<file path="src/rtl/noc_traffic_pe.sv">
// noc_traffic_pe
//   Synthetic NoC traffic endpoint. A source injects NUM_PKTS packets at a
//   fractional rate (RATE_NUM/RATE_DEN tokens per cycle) toward a destination
//   chosen by PATTERN. A sink counts ejected flits, flags misrouted ones and
//   accumulates end-to-end latency from the timestamp embedded in the payload.
//
//   Flit layout, LSB first:
//     dest_x | dest_y | src_x | src_y | payload
//     payload[15:0]  = sequence number
//     payload[47:16] = cycle_cnt at formation
//     payload[DATA_WIDTH-1:48] = 0
//
// Ports
//   clk, rstn        clock, synchronous active-low reset
//   o_data/o_valid   injected flit, held stable until i_ready
//   i_ready          router accepts o_data this cycle
//   i_data/i_valid   ejected flit; the sink never back-pressures
//   done             all NUM_PKTS packets accepted
//   tx_count         packets accepted by the router
//   rx_count         packets received (wraps)
//   rx_err           sticky: a received flit was not addressed to this node
//   lat_sum/lat_max  summed / maximum received latency
//   drop_count       injection tokens lost while a packet was pending (saturates)
module noc_traffic_pe #(
  parameter int XCORD       = 0,
  parameter int YCORD       = 0,
  parameter int X           = 4,
  parameter int Y           = 4,
  parameter int DEST_X      = 2,
  parameter int DEST_Y      = 2,
  parameter int SRC_X       = 8,
  parameter int SRC_Y       = 8,
  parameter int DATA_WIDTH  = 240,
  parameter int TOTAL_WIDTH = DEST_X + DEST_Y + SRC_X + SRC_Y + DATA_WIDTH,
  parameter int NUM_PKTS    = 3,
  parameter int RATE_NUM    = 1,
  parameter int RATE_DEN    = 1,
  parameter int PATTERN     = 0,
  parameter int HOT_X       = 0,
  parameter int HOT_Y       = 0,
  parameter int HOT_THRESH  = 64,
  parameter int NO_SELF     = 1,
  parameter int SEED        = 1
) (
  input  logic                   clk,
  input  logic                   rstn,
  output logic [TOTAL_WIDTH-1:0] o_data,
  output logic                   o_valid,
  input  logic                   i_ready,
  input  logic [TOTAL_WIDTH-1:0] i_data,
  input  logic                   i_valid,
  output logic                   done,
  output logic [15:0]            tx_count,
  output logic [15:0]            rx_count,
  output logic                   rx_err,
  output logic [47:0]            lat_sum,
  output logic [31:0]            lat_max,
  output logic [15:0]            drop_count
);

  // payload offset within the flit
  localparam int PO = DEST_X + DEST_Y + SRC_X + SRC_Y;
  // accumulator holds values < 2*RATE_DEN; one spare bit keeps the sum exact
  localparam int AW = $clog2(2 * RATE_DEN) + 1;

  localparam logic [AW:0]        RNUM     = (AW + 1)'(RATE_NUM);
  localparam logic [AW:0]        RDEN     = (AW + 1)'(RATE_DEN);
  localparam logic [31:0]        SEED_EFF = (SEED == 0) ? 32'd1 : 32'(SEED);
  localparam logic [31:0]        POLY     = 32'h8020_0003; // x^32+x^22+x^2+x+1
  localparam logic [31:0]        XW       = 32'(X);
  localparam logic [31:0]        YW       = 32'(Y);
  localparam logic [31:0]        XC       = 32'(XCORD);
  localparam logic [31:0]        YC       = 32'(YCORD);
  localparam logic [31:0]        HT       = 32'(HOT_THRESH);
  localparam logic [15:0]        NUMP     = 16'(NUM_PKTS);
  localparam logic [DEST_X-1:0]  OWN_DX   = DEST_X'(XCORD);
  localparam logic [DEST_Y-1:0]  OWN_DY   = DEST_Y'(YCORD);
  localparam logic [SRC_X-1:0]   OWN_SX   = SRC_X'(XCORD);
  localparam logic [SRC_Y-1:0]   OWN_SY   = SRC_Y'(YCORD);

  typedef enum logic [1:0] {S_IDLE, S_SEND, S_DONE} state_t;

  state_t                   state, state_nxt;
  logic [31:0]              cycle_cnt;
  logic [AW:0]              acc, acc_sum;
  logic                     token;
  logic [31:0]              lfsr, lfsr_nxt;
  logic [31:0]              ux, uy;
  logic                     hot;
  logic [DEST_X-1:0]        dx;
  logic [DEST_Y-1:0]        dy;
  logic [TOTAL_WIDTH-1:0]   flit;
  logic                     form, accept, drop;
  logic [31:0]              lat;
  logic                     misroute;
  logic                     unused_ok;

  // ---------------------------------------------------------------- rate
  assign acc_sum = acc + RNUM;
  assign token   = (acc_sum >= RDEN);

  // ---------------------------------------------------------------- lfsr
  // right-shifting Galois form; only advances when a packet is formed
  assign lfsr_nxt = lfsr[0] ? ((lfsr >> 1) ^ POLY) : (lfsr >> 1);

  // ---------------------------------------------------------------- dest
  always_comb begin
    ux  = {16'd0, lfsr[15:0]} % XW;
    uy  = {16'd0, lfsr[31:16]} % YW;
    hot = ({24'd0, lfsr[7:0]} < HT);
    if (NO_SELF != 0 && ux == XC && uy == YC)
      ux = (ux + 32'd1) % XW;
    dx = DEST_X'(ux);
    dy = DEST_Y'(uy);
    case (PATTERN)
      1: begin
        dx = DEST_X'(YC);
        dy = DEST_Y'(XC);
      end
      2: begin
        dx = DEST_X'(XW - 32'd1 - XC);
        dy = DEST_Y'(YW - 32'd1 - YC);
      end
      3: begin
        if (hot) begin
          dx = DEST_X'(HOT_X);
          dy = DEST_Y'(HOT_Y);
        end
      end
      default: ;
    endcase
  end

  always_comb begin
    flit                              = '0;
    flit[DEST_X-1:0]                  = dx;
    flit[DEST_X +: DEST_Y]            = dy;
    flit[DEST_X+DEST_Y +: SRC_X]      = OWN_SX;
    flit[DEST_X+DEST_Y+SRC_X +: SRC_Y] = OWN_SY;
    flit[PO +: 16]                    = tx_count;
    flit[PO+16 +: 32]                 = cycle_cnt;
  end

  // ---------------------------------------------------------------- source fsm
  assign done = (tx_count == NUMP);

  always_comb begin
    state_nxt = state;
    form      = 1'b0;
    accept    = 1'b0;
    drop      = 1'b0;
    case (state)
      S_IDLE: begin
        if (done) begin
          state_nxt = S_DONE;
        end else if (token) begin
          form      = 1'b1;
          state_nxt = S_SEND;
        end
      end
      S_SEND: begin
        // a token is never queued, even one coinciding with the accept
        drop = token;
        if (i_ready) begin
          accept    = 1'b1;
          state_nxt = ((tx_count + 16'd1) == NUMP) ? S_DONE : S_IDLE;
        end
      end
      default: ;
    endcase
  end

  always_ff @(posedge clk) begin
    if (!rstn) begin
      state      <= S_IDLE;
      cycle_cnt  <= '0;
      acc        <= '0;
      lfsr       <= SEED_EFF;
      o_data     <= '0;
      o_valid    <= 1'b0;
      tx_count   <= '0;
      drop_count <= '0;
    end else begin
      state     <= state_nxt;
      cycle_cnt <= cycle_cnt + 32'd1;
      acc       <= token ? (acc_sum - RDEN) : acc_sum;
      if (form) begin
        o_data  <= flit;
        o_valid <= 1'b1;
        lfsr    <= lfsr_nxt;
      end
      if (accept) begin
        o_valid  <= 1'b0;
        tx_count <= tx_count + 16'd1;
      end
      if (drop && drop_count != 16'hFFFF)
        drop_count <= drop_count + 16'd1;
    end
  end

  // ---------------------------------------------------------------- sink
  assign lat       = cycle_cnt - i_data[PO+16 +: 32];
  assign misroute  = (i_data[DEST_X-1:0] != OWN_DX) ||
                     (i_data[DEST_X +: DEST_Y] != OWN_DY);
  // src fields and upper payload are carried but not checked
  assign unused_ok = ^i_data;

  always_ff @(posedge clk) begin
    if (!rstn) begin
      rx_count <= '0;
      rx_err   <= 1'b0;
      lat_sum  <= '0;
      lat_max  <= '0;
    end else if (i_valid) begin
      rx_count <= rx_count + 16'd1;
      if (misroute)
        rx_err <= 1'b1;
      lat_sum <= lat_sum + {16'd0, lat};
      if (lat > lat_max)
        lat_max <= lat;
    end
  end

endmodule

</file>
<file path="config.mk">
export PLATFORM = sky130hd
export DESIGN_NAME = noc_traffic_pe
export DESIGN_NICKNAME = d
export VERILOG_FILES = /design/src/rtl/noc_traffic_pe.sv
export SDC_FILE = /design/constraint.sdc
export NUM_CORES = 1
export LEC_CHECK = 0
export ABC_AREA = 1
export CAP_MARGIN = 20
export CORE_AREA = 3 3 254 256
export DETAILED_ROUTE_END_ITERATION = 10
export DIE_AREA = 0 0 257 259
export PLACE_DENSITY = 0.56
export SYNTH_ARGS = -nofsm -noshare
export SYNTH_HDL_FRONTEND = slang
export SYNTH_SLANG_ARGS = --single-unit
</file>
<file path="constraint.sdc">
create_clock -name clk -period 7.6 [get_ports clk]
set_clock_uncertainty 0.1 [all_clocks]
set_input_delay 1.52 -clock clk [delete_from_list [all_inputs] [get_ports clk]]
set_output_delay 1.52 -clock clk [all_outputs]
set_load 0.01 [all_outputs]
</file>
Yosys cells after proc, flatten, opt, wreduce, memory -nomap -nowiden
Index checks and enable logic that the tools add are counted.
{"block": "word_totals", "ram_bits": 0, "reg_bits": 251, "rom_bits": 0, "n_memories": 0, "out_inout_bits": 391, "latch_bits": 0}
{"block": "classes", "order_cmp": 2, "shift": 0, "n_bitwise": 2, "mux": 14, "mul": 0, "add_sub_neg": 9, "div_mod_pow": 0, "reduce_logical": 13, "n_eq_ne": 6}
{"operator": "32-bit zero test", "count": 2}
{"operator": "16-bit by 1-bit adder with 16-bit output, second input constant", "count": 3}
{"operator": "48-bit by 32-bit adder with 48-bit output", "count": 1}
{"operator": "32-bit by 1-bit adder with 32-bit output, second input constant", "count": 1}
{"operator": "16-bit by 2-bit == test with 1-bit output, second input constant", "count": 2}
{"operator": "32-bit > comparator", "count": 1}
{"operator": "32-bit two-way mux", "count": 1}
{"operator": "32-bit subtractor", "count": 1}
{"operator": "16-bit inequality test, second input constant", "count": 1}
{"operator": "2-bit two-way mux", "count": 5}
{"operator": "1-bit two-way mux", "count": 6}
{"operator": "2-bit nonzero test", "count": 3}
{"operator": "3-bit NOT with 4-bit output", "count": 1}
{"operator": "2-bit one-hot mux with 2 select lines", "count": 1}
{"operator": "2-bit AND reduction", "count": 2}
{"operator": "3-bit by 1-bit adder with 3-bit output, second input constant", "count": 1}
{"operator": "3-bit by 1-bit >= comparator with 1-bit output, second input constant", "count": 1}
{"operator": "3-bit two-way mux", "count": 1}
{"operator": "3-bit inequality test, second input constant", "count": 1}
{"operator": "3-bit AND reduction", "count": 1}
{"operator": "3-bit by 1-bit subtractor with 3-bit output, second input constant", "count": 1}
{"operator": "2-bit by 1-bit adder with 2-bit output, second input constant", "count": 1}
{"operator": "2-bit by 1-bit == test with 1-bit output, second input constant", "count": 1}
{"operator": "1-bit logical AND", "count": 2}
{"operator": "other kinds (5)", "count": 5}

Longest topological paths before layout
Gate-level depths: netlist of the first run.
{"block": "depth", "depth_word": 5, "mapped_depth": 28}

Least setup slack after synthesis of the first run
OpenSTA, ideal clock, no wires.
{"block": "synth_path", "path_kind": "in2reg", "start": "input i_data[36]", "end": "register lat_max[24]", "t_arrival_ns": 4.084, "cell_stages": 26, "required_ns": 7.387, "setup_time_ns": 0.113, "slack_ns": 3.303, "cell_sequence": "ha_1 > inv_1 > fa_1 > nand2_1 > inv_1 > nand2_1 > nand3_1 > nand2_1 > nand3_1 > nand3_1 > nand2_1 > nand2_1 > nand2_1 > ha_1 > nand2_1 > nor2_1 > nand3_1 > nor2_2 > nand4_1 > and2_1 > buf_6 > nand2_4 > buf_6 > nand2_1 > nand2_1 > nor2_1"}
{"block": "synth_via", "elab_chain_cells": 3}
{"item": "from (decl)", "line_no": "50", "rtl": "input logic [TOTAL_WIDTH-1:0] i_data,"}
{"item": "32-bit subtractor", "line_no": "202", "rtl": "assign lat = cycle_cnt - i_data[PO+16 +: 32];"}
{"item": "net lat[28]", "line_no": "94", "rtl": "logic [31:0] lat;"}
{"item": "32-bit > comparator", "line_no": "219", "rtl": "if (lat > lat_max)"}
{"item": "2-bit AND reduction (no source line)"}
{"item": "to (signal assigned)", "line_no": "220", "rtl": "lat_max <= lat;"}
{"item": "to (decl)", "line_no": "57", "rtl": "output logic [31:0] lat_max,"}
The timed path passes the listed nets, and every way through them passes these cells.
A chain may end at the register's enable or synchronous reset.

Worst setup path after layout of the first run
{"block": "layout_path", "start": "input i_data[36]", "end": "register lat_max[7]"}
The elaborated chain is that of the path after synthesis.

==> results of run 1 <==
## final cells by class
type,count,share of cell area
tap,846,0.0490
timing repair buffer,229,0.105
clock buffer,51,0.0475
clock inverter,9,0.00585
antenna,3,0.000348
multi-input combinational,2067,0.474
sequential,249,0.231
inverter,504,0.0876
## metrics by stage
stage,setup slack (ps),instances
4_1_cts,2200,3955
5_1_grt,1690,3955
3_5_place_dp,1660,3895
3_3_place_gp,1590,3895
2_1_floorplan,3300,3095
6_report,2170,3958
## registers in the layout (all words and copies together) (netlist names)
signal	cells
acc	3
tx_count	16
lat_max	32
rx_err	1
o_valid	1
state	2
o_data	50
drop_count	16
lfsr	32
lat_sum	48
rx_count	16
cycle_cnt	32
## cells in the final DEF, fill, tap and decap left out, types with 13 or more instances in the layout
cell type,count
nand4_1,31
nand3_1,149
nand3b_1,13
inv_1,497
dfxtp_1,249
clkdlybuf4s50_1,220
ha_1,105
o21ai_0,148
conb_1,208
nor3_1,46
xor2_1,39
a21oi_1,236
clkbuf_16,35
nand2_1,672
o21a_1,13
nor2_1,305
## kinds of logic after synthesis
family,count (synthesis),share of synthesized area
and+or+nand+nor,1271,0.296
AOI/OAI and AO/OA,430,0.123
DFF,249,0.273
adders and majority gates,107,0.0742
other,1,0.000206
xor gates and xnor gates,51,0.0245
buffers and inverters,779,0.208
## where the power goes
| group | switching [mW] | internal (mW) |
|---|---|---|
| Combinational | 0.764 | 0.475 |
| Sequential | 0.109 | 1.46 |
| Clock | 0.634 | 1.01 |
| Total | 1.51 | 2.94 |
## worst min-delay path, cell delays in order (launching register included)
cell	delay (ps)
dfxtp_1	300
inv_1	40
a21oi_1	50
## routing by layer
metal	share of wire	up-vias	global-route usage
met3	0.085	42	0.0563
met5	0.00048	-	0
met1	0.47	7338	0.219
met2	0.43	414	0.253
met4	0.013	4	0.0298
li1	-	9049	-
## how the worst max path moves through the flow
stage	startpoint	endpoint	slack (ps)	cells after the start
global placement	i_data[36]	lat_max[26]$_SDFFE_PN0P_	1590	25
detailed placement	i_data[36]	lat_max[30]$_SDFFE_PN0P_	1660	25
global route	i_data[36]	lat_max[29]$_SDFFE_PN0P_	1690	25
finish	i_data[36]	lat_max[7]$_SDFFE_PN0P_	2170	25
CTS	i_data[36]	lat_max[30]$_SDFFE_PN0P_	2200	25
floorplan	i_data[36]	lat_max[24]$_SDFFE_PN0P_	3300	26
==> flow_summary.ini, run 1 <==
[min_path]
min_path_cells = 2
hold_end = lfsr[29]$_SDFFE_PN0P_
holdCritPathClass = reg -> reg
min_from = lfsr[29]$_SDFFE_PN0P_

[clock_tree]
clockRootBuffer = clkbuf_16
numCtsBuffers = 34
htree_levels = 2
cts_resized = 0
cts_hold_buffers = 0
cts.sinks = 249
post_cts_buffers = 0
clockBufferDepth = 3
clk_latency_ps = 540
cts_tree = yes
clkTransAtPathRegs_ps = 60

[global_routing]
track_usage = 0.163
grt_max_degree = 111
grt_overflow = 0
antenna_found_initial = 7
grt_pass1_wl_microns = 86000
grt_pass1_vias = 14900

[yosys]
synth_top_cell_by_area = dfxtp_1
yosys_most_used_dff = dfxtp_1
synthArstFlopShare = 0
synth.top_cell.area_share = 0.273
synth-edff-count = 0
ys.warnings.count = 0
synthTopCellsByCount = nand2_1 (672), inv_1 (497), nor2_1 (305)
ys_seq_area_frac = 0.273
synth_area_leaders = dfxtp_1 (27%), nand2_1 (14%), inv_1 (10%), buf_4 (8.7%), ha_1 (7.2%)
syn_avg_cell_area_sq_um = 6.32
synth.most_common_cell = nand2_1
synthCells = 2888
synth_area_sq_um = 18200
synth_cell_types = 46
ys_ff_latch = 249

[timing]
slew_headroom = 0.369
fin_hold_ws_ps = 341
setup_tns_ps = 0
finalMaxSlewViolations = 0
rsz0062_at_grt = no
finalSetupViolations = 0
hold_viol_final = 0
layout_worst_path_cycle_share = 0.715
clock.fmax_ghz = 0.184
post-route-min-period_ps = 5430
timing_worst_slew_pin_value_ps = 947

[layout]
fin_area_sq_um = 21600
fillCellCount = 6949
final_core_util = 0.344
final-seq-area_sq_um = 4980
drive_gt1_frac = 0.0360
area_delta_synth_final_pct = 18.4
multiInputGateArea_sq_um = 10200
finish.net_count = 3456

[critical_path]
critPathArrivalTime_ps = 5760
cp-end-kind = register
cp_slowest_stage_delay_ps = 630
rr_startpoint = cycle_cnt[0]$_SDFF_PN0_
cp_max_fo = 26
cpMaxStageDelayCell = and2_1
path_class = in -> reg
start_kind = input port
crit_family = simple AND/OR/NAND/NOR gates
regToRegSetupSlack_ps = 3210
worst_path_most_repeated_cell = nand2_1
crit_buf_inv = 4
cp.required_ps = 7930
worstReg2RegEnd = lat_max[7]$_SDFFE_PN0P_
reg2reg_depth = 25

[drt]
viasPerCell = 4.26
wl_per_cell_microns = 14.2
ant_nets = 0
totalWireLength_microns = 56200
vias = 16800
drc = 0
drtIter0Drc = 1067
drt-pass1-iter-count = 5

[floorplanning]
start_util = 0.291
rows = 92
die_x_microns = 257
dieArea_sq_um = 66600
die_y_microns = 259
core_sq_um = 62700
ios = 655

[placed_design]
hpwl_microns = 44900
placement.cell_area_sq_um = 20400
port_buffers = 222
routabilityCongestion = 0.894

[pwr]
cellLeakagePower_nw = 10.4
powerDensity_nw_per_um2 = 206
p_total_mw = 4.45
irDropWorstVdd_mv = 0.161

[outcome]
status = completed

[run]
maxCapViolCount = 0
No activity file was read; power rests on OpenSTA's default activity.
==> run 2, diff against run 1 <==
--- a/config.mk
+++ b/config.mk
@@ -7,10 +7,10 @@
 export LEC_CHECK = 0
 export ABC_AREA = 1
 export CAP_MARGIN = 20
-export CORE_AREA = 3 3 254 256
+export CORE_AREA = 3 3 253 255
 export DETAILED_ROUTE_END_ITERATION = 10
-export DIE_AREA = 0 0 257 259
-export PLACE_DENSITY = 0.56
+export DIE_AREA = 0 0 256 258
+export PLACE_DENSITY = 0.58
 export SYNTH_ARGS = -nofsm -noshare
 export SYNTH_HDL_FRONTEND = slang
 export SYNTH_SLANG_ARGS = --single-unit
==> constraint.sdc (replaced) <==
create_clock -name clk -period 4.8 [get_ports clk]
set_clock_uncertainty 0.1 [all_clocks]
set_input_delay 0.96 -clock clk [delete_from_list [all_inputs] [get_ports clk]]
set_output_delay 0.96 -clock clk [all_outputs]
set_load 0.01 [all_outputs]
==> run 2 against run 1 <==
Clock power rose by 55%. Count of clock-buffer cells in the layout fell by 9. First-iteration DRC count fell by 4.7%. Global-route usage fell by 0.067 points. Die area fell by 0.77%. Largest power group unchanged. Highest routed layer unchanged.
==> flow_summary.ini, run 2 (synthesized netlist as in run 1, its figures left out) <==
[outcome]
status = completed

[timing]
hold_viol_final = 0
setup_tns_ps = 0
finalSetupViolations = 0
rsz0062_at_grt = no
slew_headroom = 0.427
layout_worst_path_cycle_share = 0.883
finalMaxSlewViolations = 0
clock.fmax_ghz = 0.236
post-route-min-period_ps = 4240
timing_worst_slew_pin_value_ps = 859

[critical_path]
worst_path_most_repeated_cell = nand2_1
cp-end-kind = register
crit_family = simple AND/OR/NAND/NOR gates
path_cells = clkdlybuf4s50_1 > ha_1 > inv_1 > fa_1 > nand2_1 > nand3_1 > nand2_1 > nand2_1 > xnor2_1 > inv_1 > ha_1 > nand2_1 > nor2_1 > inv_1 > o21ai_0 > inv_1 > nand2_1 > nand2_1 > nand2_1 > nand3_1 > nand2_1 > nor2_1
start_kind = input port
critPathArrivalTime_ps = 4630
cp_max_fo = 4
path_class = in -> reg
cp.required_ps = 5190
crit_buf_inv = 5
cpMaxStageDelayCell = clkdlybuf4s50_1
cp_slowest_stage_delay_ps = 480

[clock_tree]
clockRootBuffer = clkbuf_16
clk_latency_ps = 610
clkTransAtPathRegs_ps = 60
clockBufferDepth = 3
cts_tree = yes
cts_hold_buffers = 0
htree_levels = 1
cts.sinks = 249
post_cts_buffers = 0
numCtsBuffers = 31
cts_resized = 0

[placed_design]
hpwl_microns = 45000
routabilityCongestion = 0.909
port_buffers = 222

[drt]
ant_nets = 0
drtIter0Drc = 1017
wl_per_cell_microns = 14.0
drc = 0
viasPerCell = 4.29
vias = 17200
totalWireLength_microns = 56200
drt-pass1-iter-count = 5

[global_routing]
antenna_found_initial = 5
grt_overflow = 0
grt_max_degree = 106
grt_pass1_vias = 15400
grt_pass1_wl_microns = 86500
track_usage = 0.162

[run]
maxCapViolCount = 0

[layout]
top_register = o_data
mostFrequentLayoutCells = nand2_1 (672), inv_1 (497), nor2_1 (305), dfxtp_1 (249), a21oi_1 (236)
layout_commonest_cell = nand2_1
area_delta_synth_final_pct = 20.6
largest_reg_flops = 50
drive_gt1_frac = 0.0528
finish.net_count = 3509
reg_top3 = o_data: 50 flops, lat_sum: 48 flops

[floorplanning]
rows = 91
start_util = 0.295
dieArea_sq_um = 66000
ios = 655
core_sq_um = 61800
die_y_microns = 258
die_x_microns = 256

[pwr]
irDropWorstVdd_mv = 0.249
powerDensity_nw_per_um2 = 322
cellLeakagePower_nw = 10.7
p_total_mw = 7.09

[min_path]
holdCritPathClass = reg -> reg
==> run 2: cell count changes in the layout (fill, tap and decap cells not counted), sizes merged, moves of 3 or more <==
cell,previous run,this run
bufinv,2,5
clkinv,3,7
buf,9,65
clkbuf,51,42
==> run 2: tightest hold or removal path, stage by stage (launching register included) <==
cell,delay [ps]
dfxtp_1,300
inv_1,40
a21oi_1,50
==> run 2: stage by stage <==
stage                     hold slack, ps  std cells  utilization  area [sq um]  worst slack (ps)
final                                340       4004        0.356         22000               561
after global routing                 354       4004        0.356         22000               202
after CTS                            344       4000        0.356         22000               642
after detailed placement             334       3942        0.338         20900             0.805
after global placement               329       3942        0.338         20900              1.91
after floorplan                      320       3095            -         19000              1060
==> run 2: cell type report <==
| class | instances | area (sq um) |
|---|---|---|
| fillers | 6759 | 39800 |
| inverters | 504 | 1890 |
| clock buffers | 42 | 867 |
| well taps | 837 | 1050 |
| diodes | 4 | 10.0 |
| flip-flops and latches | 249 | 4980 |
| multi-input cells | 2067 | 10200 |
| repair buffers | 285 | 2730 |
| clock inverters | 16 | 235 |
==> run 2: layer usage <==
layer  track usage  vias up  part of all wire
met5             0        -           0.00036
met4        0.0407        2             0.020
met3        0.0494       57             0.085
met2         0.255      445              0.43
met1         0.216     7520              0.47
li1              -     9134                 -
==> run 2: final timing paths <==
check	startpoint	end	slack [ps]	cells after the start
setup reg to reg	cycle_cnt[0]$_SDFF_PN0_	lat_sum[33]$_SDFFE_PN0P_	910	25
hold / removal	lfsr[9]$_SDFFE_PN0P_	lfsr[9]$_SDFFE_PN0P_	340	2
setup / recovery	i_data[36]	lat_sum[33]$_SDFFE_PN0P_	560	22
hold reg to reg	lfsr[9]$_SDFFE_PN0P_	lfsr[9]$_SDFFE_PN0P_	340	2
==> run 2: power by group <==
| group | total, mW | switching (mW) | internal (mW) | leakage [nW] |
|---|---|---|---|---|
| Combinational | 2.06 | 1.23 | 0.834 | 8.08 |
| Clock | 2.55 | 1.01 | 1.54 | 0.539 |
| Sequential | 2.48 | 0.175 | 2.31 | 2.04 |
| Total | 7.09 | 2.41 | 4.68 | 10.7 |
==> run 3, diff against run 2 <==
--- a/config.mk
+++ b/config.mk
@@ -11,6 +11,7 @@
 export DETAILED_ROUTE_END_ITERATION = 10
 export DIE_AREA = 0 0 256 258
 export PLACE_DENSITY = 0.58
+export SLEW_MARGIN = 20
 export SYNTH_ARGS = -nofsm -noshare
 export SYNTH_HDL_FRONTEND = slang
 export SYNTH_SLANG_ARGS = --single-unit
==> results of run 3 <==
The final DEF is identical to that of run 2; final timing and power are the same.
